## src/rtl/adc_seq_pkg.sv

```systemverilog
// Shared definitions for the ADC frame sequencer: FSM state encoding,
// status-word field offsets and default parameter values.
package adc_seq_pkg;

  typedef enum logic [1:0] {
    IDLE = 2'd0,
    ARM  = 2'd1,
    CONV = 2'd2,
    EMIT = 2'd3
  } seq_state_e;

  // Status word: {frame_seq, err_mask, 4'h0, n, 8'h00}
  localparam int STAT_SEQ_LSB = 24;
  localparam int STAT_ERR_LSB = 16;
  localparam int STAT_N_LSB   = 8;

  localparam int DEF_NUM_CH_MAX  = 8;
  localparam int DEF_ADC_W       = 24;
  localparam int DEF_TIMEOUT_CYC = 1024;
  localparam int DEF_FIFO_DEPTH  = 16;
  localparam int DEF_PERIOD_W    = 24;

  function automatic logic [31:0] status_word(input logic [7:0] seq,
                                              input logic [7:0] err,
                                              input logic [3:0] n);
    logic [31:0] w;
    w = '0;
    w[STAT_SEQ_LSB +: 8] = seq;
    w[STAT_ERR_LSB +: 8] = err;
    w[STAT_N_LSB +: 4]   = n;
    return w;
  endfunction

endpackage

```

## src/rtl/adc_seq_trigger.sv

```systemverilog
// Trigger merge for the ADC frame sequencer: period timer, start/timer merge,
// one-deep pending flag and missed-trigger reporting.
module adc_seq_trigger
  import adc_seq_pkg::*;
#(
  parameter int PERIOD_W = DEF_PERIOD_W
) (
  input  logic                wb_clk_i,
  input  logic                wb_rst_ni,
  input  logic                enable,
  input  logic                start,
  input  logic [PERIOD_W-1:0] period,
  input  logic                idle,
  output logic                trig,
  output logic                drop_inc
);

  logic [PERIOD_W-1:0] timer_reg;
  logic                pending_reg;
  logic                pending_next;
  logic                period_on;
  logic                timer_wrap;
  logic                trig_req;

  assign period_on  = enable && (period != '0);
  assign timer_wrap = period_on && (timer_reg == period - PERIOD_W'(1));
  // start is only honoured while enabled; a disabled start is not a drop
  assign trig_req   = enable && (start || timer_wrap);

  always_ff @(posedge wb_clk_i or negedge wb_rst_ni) begin
    if (!wb_rst_ni) begin
      timer_reg <= '0;
    end else if (!period_on || timer_wrap) begin
      timer_reg <= '0;
    end else begin
      timer_reg <= timer_reg + PERIOD_W'(1);
    end
  end

  always_comb begin
    trig         = 1'b0;
    drop_inc     = 1'b0;
    pending_next = pending_reg;
    if (idle) begin
      if (!enable) begin
        pending_next = 1'b0;
      end else if (pending_reg) begin
        // consume the pending trigger; a coincident new one takes its slot
        trig         = 1'b1;
        pending_next = trig_req;
      end else begin
        trig = trig_req;
      end
    end else if (trig_req) begin
      if (pending_reg) begin
        drop_inc = 1'b1;
      end else begin
        pending_next = 1'b1;
      end
    end
  end

  always_ff @(posedge wb_clk_i or negedge wb_rst_ni) begin
    if (!wb_rst_ni) begin
      pending_reg <= 1'b0;
    end else begin
      pending_reg <= pending_next;
    end
  end

endmodule

```

## src/rtl/adc_frame_sequencer.sv

```systemverilog
// ADC frame sequencer: converts n channels, then emits {status, CH0..CHn-1}
// atomically into the streaming FIFO. Optional ADC_SEQ_TARE_EN subtracts a per-channel tare.
module adc_frame_sequencer
  import adc_seq_pkg::*;
#(
  parameter int NUM_CH_MAX  = DEF_NUM_CH_MAX,
  parameter int ADC_W       = DEF_ADC_W,
  parameter int TIMEOUT_CYC = DEF_TIMEOUT_CYC,
  parameter int FIFO_DEPTH  = DEF_FIFO_DEPTH,
  parameter int PERIOD_W    = DEF_PERIOD_W
) (
  input  logic                wb_clk_i,
  input  logic                wb_rst_ni,
  input  logic                enable,
  input  logic                start,
  input  logic [3:0]          num_ch,
  input  logic [PERIOD_W-1:0] period,
  output logic                conv_req,
  output logic [2:0]          conv_ch,
  input  logic                conv_valid,
  input  logic [ADC_W-1:0]    conv_data,
  input  logic [4:0]          fifo_level,
  output logic                fifo_wvalid,
  output logic [31:0]         fifo_wdata,
  input  logic                fifo_wready,
  output logic                busy,
  output logic                frame_done,
  output logic [7:0]          frame_seq,
  output logic [15:0]         drop_count
`ifdef ADC_SEQ_TARE_EN
  ,
  input  logic [NUM_CH_MAX*32-1:0] tare_flat
`endif
);

  localparam int TO_W = $clog2(TIMEOUT_CYC) + 1;

  seq_state_e  state_reg;
  seq_state_e  state_next;
  logic        trig;
  logic        trig_drop;
  logic        fsm_drop;
  logic [3:0]  n_clamp;
  logic        space_ok;
  logic [3:0]  idx_reg;
  logic [3:0]  n_reg;
  logic [TO_W-1:0] cnt_reg;
  logic        gap_reg;
  logic [7:0]  err_mask_reg;
  logic [3:0]  word_idx_reg;
  logic [7:0]  frame_seq_reg;
  logic [15:0] drop_reg;
  logic [16:0] drop_sum;
  logic        frame_done_reg;
  logic        timeout_hit;
  logic        last_ch;
  logic        last_word;
  logic        sample_we;
  logic [31:0] sample_wdata;
  logic [2:0]  word_sel;
  logic [31:0] samples_reg [NUM_CH_MAX];
  logic [31:0] out_word    [NUM_CH_MAX];

  adc_seq_trigger #(
    .PERIOD_W (PERIOD_W)
  ) u_trigger (
    .wb_clk_i  (wb_clk_i),
    .wb_rst_ni (wb_rst_ni),
    .enable    (enable),
    .start     (start),
    .period    (period),
    .idle      (state_reg == IDLE),
    .trig      (trig),
    .drop_inc  (trig_drop)
  );

  assign n_clamp  = (num_ch == 4'd0 || num_ch > 4'(NUM_CH_MAX)) ? 4'(NUM_CH_MAX) : num_ch;
  // whole frame (status + n samples) must fit, or nothing is written
  assign space_ok = ({2'b00, fifo_level} + {3'b000, n_clamp} + 7'd1) <= 7'(FIFO_DEPTH);

  assign timeout_hit  = (cnt_reg == TO_W'(TIMEOUT_CYC - 1));
  assign last_ch      = (idx_reg + 4'd1) == n_reg;
  assign last_word    = (word_idx_reg == n_reg);
  assign sample_we    = (state_reg == CONV) && enable && !gap_reg && (conv_valid || timeout_hit);
  assign sample_wdata = conv_valid ? {{(32-ADC_W){conv_data[ADC_W-1]}}, conv_data} : 32'h0;
  assign word_sel     = word_idx_reg[2:0] - 3'd1;

  always_comb begin
    state_next = state_reg;
    fsm_drop   = 1'b0;
    case (state_reg)
      IDLE: if (trig) state_next = ARM;
      ARM: begin
        if (space_ok) begin
          state_next = CONV;
        end else begin
          state_next = IDLE;
          fsm_drop   = 1'b1;
        end
      end
      CONV: begin
        if (!enable) begin
          state_next = IDLE;
          fsm_drop   = 1'b1;
        end else if (gap_reg && last_ch) begin
          state_next = EMIT;
        end
      end
      EMIT: if (fifo_wready && last_word) state_next = IDLE;
      default: state_next = IDLE;
    endcase
  end

  assign drop_sum = {1'b0, drop_reg} + {16'd0, trig_drop} + {16'd0, fsm_drop};

  always_ff @(posedge wb_clk_i or negedge wb_rst_ni) begin
    if (!wb_rst_ni) begin
      state_reg      <= IDLE;
      idx_reg        <= '0;
      n_reg          <= '0;
      cnt_reg        <= '0;
      gap_reg        <= 1'b0;
      err_mask_reg   <= '0;
      word_idx_reg   <= '0;
      frame_seq_reg  <= '0;
      drop_reg       <= '0;
      frame_done_reg <= 1'b0;
    end else begin
      state_reg      <= state_next;
      drop_reg       <= drop_sum[16] ? 16'hFFFF : drop_sum[15:0];
      frame_done_reg <= 1'b0;
      case (state_reg)
        ARM: begin
          n_reg        <= n_clamp;
          idx_reg      <= '0;
          cnt_reg      <= '0;
          gap_reg      <= 1'b0;
          err_mask_reg <= '0;
          word_idx_reg <= '0;
        end
        CONV: begin
          if (enable) begin
            if (gap_reg) begin
              gap_reg <= 1'b0;
              cnt_reg <= '0;
              idx_reg <= idx_reg + 4'd1;
            end else if (conv_valid) begin
              gap_reg <= 1'b1;
            end else if (timeout_hit) begin
              gap_reg                    <= 1'b1;
              err_mask_reg[idx_reg[2:0]] <= 1'b1;
            end else begin
              cnt_reg <= cnt_reg + TO_W'(1);
            end
          end
        end
        EMIT: begin
          if (fifo_wready) begin
            if (last_word) begin
              frame_done_reg <= 1'b1;
              frame_seq_reg  <= frame_seq_reg + 8'd1;
              err_mask_reg   <= '0;
            end else begin
              word_idx_reg <= word_idx_reg + 4'd1;
            end
          end
        end
        default: ;
      endcase
    end
  end

  // Sample store needs no reset: every slot read out is rewritten in the same frame
  always_ff @(posedge wb_clk_i) begin
    if (sample_we) samples_reg[idx_reg[2:0]] <= sample_wdata;
  end

  for (genvar gi = 0; gi < NUM_CH_MAX; gi++) begin : g_word
`ifdef ADC_SEQ_TARE_EN
    assign out_word[gi] = err_mask_reg[gi] ? 32'h0 : (samples_reg[gi] - tare_flat[gi*32 +: 32]);
`else
    assign out_word[gi] = samples_reg[gi];
`endif
  end

  assign conv_req    = (state_reg == CONV) && !gap_reg;
  assign conv_ch     = (state_reg == CONV) ? idx_reg[2:0] : 3'd0;
  assign fifo_wvalid = (state_reg == EMIT);
  assign fifo_wdata  = (state_reg != EMIT) ? 32'h0 :
                       (word_idx_reg == 4'd0) ? status_word(frame_seq_reg, err_mask_reg, n_reg) :
                       out_word[word_sel];
  assign busy        = (state_reg != IDLE);
  assign frame_done  = frame_done_reg;
  assign frame_seq   = frame_seq_reg;
  assign drop_count  = drop_reg;

endmodule

```

## config.mk

```make
export PLATFORM = sky130hd
export DESIGN_NAME = adc_frame_sequencer
export DESIGN_NICKNAME = d
export VERILOG_FILES = /design/src/rtl/adc_seq_pkg.sv /design/src/rtl/adc_seq_trigger.sv /design/src/rtl/adc_frame_sequencer.sv
export SDC_FILE = /design/constraint.sdc
export NUM_CORES = 1
export LEC_CHECK = 0
export CAP_MARGIN = 20
export CORE_AREA = 2 2 151 153
export CTS_BUF_LIST = sky130_fd_sc_hd__clkbuf_4 sky130_fd_sc_hd__clkbuf_8
export DETAILED_ROUTE_END_ITERATION = 6
export DIE_AREA = 0 0 153 155
export GPL_TIMING_DRIVEN = 1
export PLACE_DENSITY = 0.77
export SETUP_SLACK_MARGIN = 0.02
export SYNTH_ARGS = -nofsm -noshare
export SYNTH_HDL_FRONTEND = slang
export SYNTH_SLANG_ARGS = --single-unit
```

## constraint.sdc

```tcl
create_clock -name wb_clk_i -period 4.2 [get_ports wb_clk_i]
set_input_delay 0.42 -clock wb_clk_i [delete_from_list [all_inputs] [get_ports wb_clk_i]]
set_output_delay 0.42 -clock wb_clk_i [all_outputs]
set_load 0.05 [all_outputs]
```

# Word-level counts from Yosys, hierarchy flattened
# Memory sizes are Yosys's and may differ from the RTL's.
# Index checks and enable logic that the tools add are counted.
# op_classes
add_sub_neg	11
n_mux	59
order_cmp	5
n_eq_ne	21
n_reduce_logical	32
n_bitwise	2
# ops
op	n
two-way mux 32 bit	5
binary-select mux 32 bit (select 3 bit)	1
two-way mux 8 bit	6
two-way mux 11 bit	4
adder 24 x 1 -> 24 bit (second input constant)	1
== test 24 bit	1
two-way mux 24 bit	1
case mux 8 bit (3 select lines)	1
nonzero test 24 bit	1
subtractor 24 x 1 -> 24 bit (second input constant)	1
two-way mux 1 bit	22
case mux 11 bit (2 select lines)	1
two-way mux 4 bit	5
adder 16 x 1 -> 17 bit	1
adder 17 x 1 -> 17 bit	1
two-way mux 16 bit	1
inequality test 2 bit (second input constant)	8
case mux 4 bit (2 select lines)	2
AND reduction 3 bit	4
adder 11 x 1 -> 11 bit (second input constant)	1
== test 11 x 10 -> 1 bit (second input constant)	1
logical AND 1 bit	10
two-way mux 2 bit	5
inequality test 3 bit (second input constant)	3
29 further kinds	43
# word_totals
ramBits	256
mem_count	1
elab_cells	143
output_inout_bits	63
regBits	84
input_bits	63
# memory_table
memory	depth	width	rd	rd_ports_with_merged_regs	wr	line	rtl
samples_reg	8	32	8	0	1	adc_frame_sequencer.sv:61	logic [31:0] samples_reg [NUM_CH_MAX];

# Depth between registers and ports, before layout
# depth
ltp_word	10
ltp_mapped	18
depth_no_buf	18

# By module
# Synthesis repeated with hierarchy kept, for this count alone.
# hier_totals
cells_unflattened	967
area_unflattened_um2	13030.0
# modules_own_cells
mod	n_inst	cells_per_inst	area_per_inst_um2
adc_frame_sequencer	1	714	10835.4
adc_seq_trigger	1	253	2194.6

# Least setup slack after synthesis
# OpenSTA, ideal clock, no wires.
# synth_timing
path_kind	register to output
from	register word_idx_reg[0]
to	output fifo_wdata[18]
slack_ns	-0.163
path_stages_with_launch	11
t_arrival_ns	3.943
cell_sequence	dfrtp_1 clkbuf_1 buf_2 clkbuf_1 inv_1 ha_1 buf_1 buf_1 mux4_2 mux2i_1 o21ai_0
# synth_via
elab_chain_len	7
word_cells_on_any_way	8
# synth_rtl
element	line	rtl
start: declaration	adc_frame_sequencer.sv:50	logic [3:0] word_idx_reg;
start signal: assignment	adc_frame_sequencer.sv:164	word_idx_reg <= word_idx_reg + 4'd1;
subtractor 3 x 1 -> 3 bit	adc_frame_sequencer.sv:86	assign word_sel = word_idx_reg[2:0] - 3'd1;
NOT 3 -> 4 bit (not written as such)	adc_frame_sequencer.sv:191	out_word[word_sel];
binary-select mux 32 bit (select 3 bit)	adc_frame_sequencer.sv:191	
two-way mux 32 bit (not written as such) (2 in a row)	adc_frame_sequencer.sv:191	
two-way mux 32 bit (*)	adc_frame_sequencer.sv:190	(word_idx_reg == 4'd0) ? status_word(frame_seq_reg, err_mask_reg, n_reg) :
two-way mux 32 bit (*)	adc_frame_sequencer.sv:189	assign fifo_wdata = (state_reg != EMIT) ? 32'h0 :
end: declaration	adc_frame_sequencer.sv:24	output logic [31:0] fifo_wdata,
# Mark *: on every way between the ends. The rest lies on a longest branch, timed or not. The select of a mux whose other input is x is not followed.

# Final worst setup path
# layout_timing
from	input period[4]
to	register drop_reg[2] (netlist: drop_count[2])
# layout_via
elab_chain_len	10
word_cells_on_any_way	12
# layout_rtl
element	line	rtl
start: declaration	adc_frame_sequencer.sv:17	input logic [PERIOD_W-1:0] period,
subtractor 24 x 1 -> 24 bit or nonzero test 24 bit (tied branches)	adc_seq_trigger.sv:26, adc_seq_trigger.sv:25	
== test 24 bit or logical AND 1 bit (tied branches)	adc_seq_trigger.sv:26, adc_seq_trigger.sv:25	
logical AND 1 bit (*)	adc_seq_trigger.sv:26	assign timer_wrap = period_on && (timer_reg == period - PERIOD_W'(1));
logical OR 1 bit (*)	adc_seq_trigger.sv:28	assign trig_req = enable && (start || timer_wrap);
logical AND 1 bit (*)	adc_seq_trigger.sv:28	
two-way mux 1 bit (*)	adc_seq_trigger.sv:54	end else if (trig_req) begin
two-way mux 1 bit (*)	adc_seq_trigger.sv:44	if (idle) begin
adder 16 x 1 -> 17 bit (*)	adc_frame_sequencer.sv:114	assign drop_sum = {1'b0, drop_reg} + {16'd0, trig_drop} + {16'd0, fsm_drop};
adder 17 x 1 -> 17 bit (*)	adc_frame_sequencer.sv:114	
two-way mux 16 bit (*)	adc_frame_sequencer.sv:130	drop_reg <= drop_sum[16] ? 16'hFFFF : drop_sum[15:0];
end signal: assignment	adc_frame_sequencer.sv:130	
end: declaration	adc_frame_sequencer.sv:52	logic [15:0] drop_reg;
# Mark *: on every way between the ends. The rest lies on a longest branch, timed or not.
# A chain may end at the register's enable or synchronous reset.

==> flow_metrics.env <==
export IMPL_pwr_share_comb=0.223
export IMPL_setup_violations=0
export IMPL_nets=1236
export IMPL_grt_pass1_wl_um=45000
export IMPL_yosysTopAreaCellShare=0.451
export IMPL_path_max_fanout=13
export IMPL_grt_start_max_net_pins=49
export IMPL_synth_seq_cells=276
export IMPL_synth_commonest_cells="edfxtp_1 (192), nand2_1 (93), dfrtp_1 (84)"
export IMPL_dieArea_mm2=0.0237
export IMPL_slowest_stage="or4_4"
export IMPL_placed_cells=1391
export IMPL_finalPower_uw=6950
export IMPL_synthArstFlopShare=0.304
export IMPL_max_clock_path_buffers=3
export IMPL_syn_inst=941
export IMPL_irDropWorstVdd_uv=390
export IMPL_drtPass1Iterations=5
export IMPL_slew_headroom=0.393
export IMPL_clk_pin_slew_ns=0.06
export IMPL_grt_overflow_total=0
export IMPL_critPathLaunchType="input port"
export IMPL_clkPwrFrac=0.325
export IMPL_path_class="in -> reg"
export IMPL_ys_seq_area_frac=0.616
export IMPL_p_leak_uw=0.00607
export IMPL_p_sw_frac=0.295
export IMPL_largest_reg_flops=192
export IMPL_maxCapViolations=0
export IMPL_h_tree_depth=2
export IMPL_n_fill_cell=1453
export IMPL_fin_crit_sh=0.942
export IMPL_drt_vias_per_instance=5.74
export IMPL_clock_fmax_ghz=0.253
export IMPL_yosysWarnings=0
export IMPL_grt_use_total=0.243
export IMPL_wl_per_cell_um=19.4
export IMPL_cp_end_kind="flop"
export IMPL_cellInternalPower_uw=4900
export IMPL_syn_area_per_cell_um2=13.6
export IMPL_synth_top_area_cell="edfxtp_1"
export IMPL_grt_pass1_vias=8569
export IMPL_synth_edff_count=192
export IMPL_rsz0062_at_grt="false"
export IMPL_ff2ff_setup_slack_ns=0.46
export IMPL_areaGrowthSynthToFinish_pct=23.9
export IMPL_fin_cells=1473
export IMPL_crit_start="period[4]"
export IMPL_start_util=0.575
export IMPL_run_status="completed"
export IMPL_die_h_um=155
export IMPL_r2r_end="drop_count[2]"
export IMPL_totalWireLength_um=28600
export IMPL_core_area_mm2=0.0222
export IMPL_synthDistinctLibCells=66
export IMPL_crit_chain="clkdlybuf4s50_1, or4_4, nor4_4, buf_4, a41oi_1, nor4_2, nand4_1, nand2_2, nand3_1, fa_1, inv_1, ha_1, and2_4, nand3_1, or3_1, buf_4, o21ai_0"
export IMPL_period_minus_slack_ns=3.96
export IMPL_fin_hold_ws_ns=0.443
export IMPL_drc=0
export IMPL_slew_violations=0
export IMPL_synth_nets=1023
export IMPL_cts_tree="done"
export IMPL_switchingPower_uw=2050
export IMPL_seq_power_share=0.452
export IMPL_clk_latency_ns=0.56
export IMPL_syn_cell_area_mm2=0.0128
export IMPL_die_w_um=153
export IMPL_cts_buffers=44
export IMPL_io_pins=126
export IMPL_slowest_delay_ns=0.54
export IMPL_port_buffers=125
export IMPL_grt_antenna_before_repair=0
export IMPL_power_density_mw_per_mm2=439
export IMPL_drive_gt1_frac=0.218
export IMPL_r2r_start="u_trigger.timer_reg[13]"
export IMPL_synth_area_leaders="edfxtp_1 (45%), dfrtp_1 (16%), mux4_2 (8.5%)"
export IMPL_synthFlopType="edfxtp_1"
export IMPL_clock_sinks=276
export IMPL_antenna_cells=0
export IMPL_rr_worst_depth=16
export IMPL_drtIter0Drc=670
export IMPL_clock_skew_ns=0.0242
export IMPL_cp_arrival_ns=4.41
export IMPL_hold_class="in -> async"
export IMPL_ant_nets=0
export IMPL_num_rows=55
export IMPL_hold_viol_final=0
export IMPL_place_hpwl_um=19200
export IMPL_worst_slew_pin_transition_ns=0.910
export IMPL_vias=8460
export IMPL_cp_required_ns=4.66
export IMPL_clockRootBuffer="clkbuf_8"
export IMPL_gp_congestion=0.859
export IMPL_yosysMostFrequentCell="edfxtp_1"
==> layer usage <==
| layer | vias to the layer above | share of wire | GRT usage |
|---|---|---|---|
| met3 | 48 | 0.055 | 0.0382 |
| met4 | 0 | 0.020 | 0.0776 |
| met5 | - | 0 | 0 |
| met1 | 4223 | 0.41 | 0.319 |
| li1 | 3911 | - | - |
| met2 | 278 | 0.51 | 0.422 |
==> worst max-delay path: cells and delay by family <==
kind	cells	cell delay [ns]
buffers and inverters	4	0.92
adders and majority gates	2	0.54
and+or+nand+nor	9	2.33
AOI/OAI and AO/OA	2	0.20
==> worst max-delay path by stage <==
| stage | slack, ns | depth (start not counted) | to |
|---|---|---|---|
| 2_1_floorplan | 0.14 | 10 | fifo_wdata[0] |
| 3_3_place_gp | -0.29 | 17 | drop_count[2] |
| 3_5_place_dp | -0.38 | 17 | drop_count[2] |
| 4_1_cts | 0.19 | 17 | drop_count[2] |
| 5_1_grt | 0.02 | 17 | drop_count[2] |
| 6_report | 0.24 | 17 | drop_count[2] |
==> stage by stage <==
| stage | instance area (µm²) | setup TNS, ns | util | setup slack, ns |
|---|---|---|---|---|
| after global placement | 14900 | -3.79 | 0.671 | -0.288 |
| after CTS | 15800 | 0 | 0.711 | 0.193 |
| after detailed placement | 14900 | -5.12 | 0.671 | -0.383 |
| after floorplan | 12800 | 0 | - | 0.142 |
| final | 15800 | 0 | 0.712 | 0.244 |
| after global routing | 15800 | 0 | 0.712 | 0.0208 |
==> what timing repair did <==
| item | 4_1_cts | 5_1_grt |
|---|---|---|
| hold endpoints to repair | 47 | 0 |
| endpoints found under the setup margin | 0 | 15 |
| gates resized for setup | 0 | 7 |
| hold buffers | 1 | 0 |
| buffers inserted | 0 | 1 |
==> logic make-up after synthesis <==
family,synth area share
XOR/XNOR,0.0603
multiplexers,0.103
buffers and inverters,0.0182
AND/OR/NAND/NOR,0.137
AO/OA/AOI/OAI,0.0466
flip-flops,0.616
adder cells (fa/ha/maj),0.0201
==> power by group through the flow <==
stage | clock network [µW] | registers (µW) | logic [µW]
final | 2260 | 3140 | 1550
after CTS | 2310 | 3150 | 1560
after floorplan | 0 | 3250 | 986
after global placement | 0 | 3190 | 1530
after global routing | 2440 | 3160 | 1670
after detailed placement | 0 | 3200 | 1550
==> final cells by class <==
| cell class | count | area, µm² | area share |
|---|---|---|---|
| flip-flops and latches | 276 | 7870 | 0.497 |
| multi-input cells | 610 | 4720 | 0.298 |
| repair buffers | 203 | 1920 | 0.122 |
| clock buffers | 54 | 693 | 0.0438 |
| well taps | 285 | 357 | 0.0225 |
| clock inverters | 26 | 188 | 0.0119 |
| inverters | 19 | 71.3 | 0.00451 |
==> cells in the final DEF, fill, tap and decap left out, drive strengths merged, types with 31 or more instances in the layout <==
master / netlist / final
buf: 13 / 110
a21oi: 31 / 31
mux4: 48 / 48
xor2: 43 / 43
nor2: 80 / 80
edfxtp: 192 / 192
dfrtp: 84 / 84
nand2: 93 / 93
clkdlybuf4s50: 0 / 90
xnor2: 45 / 45
clkbuf: 23 / 54
(Power assumes the default switching activity.)
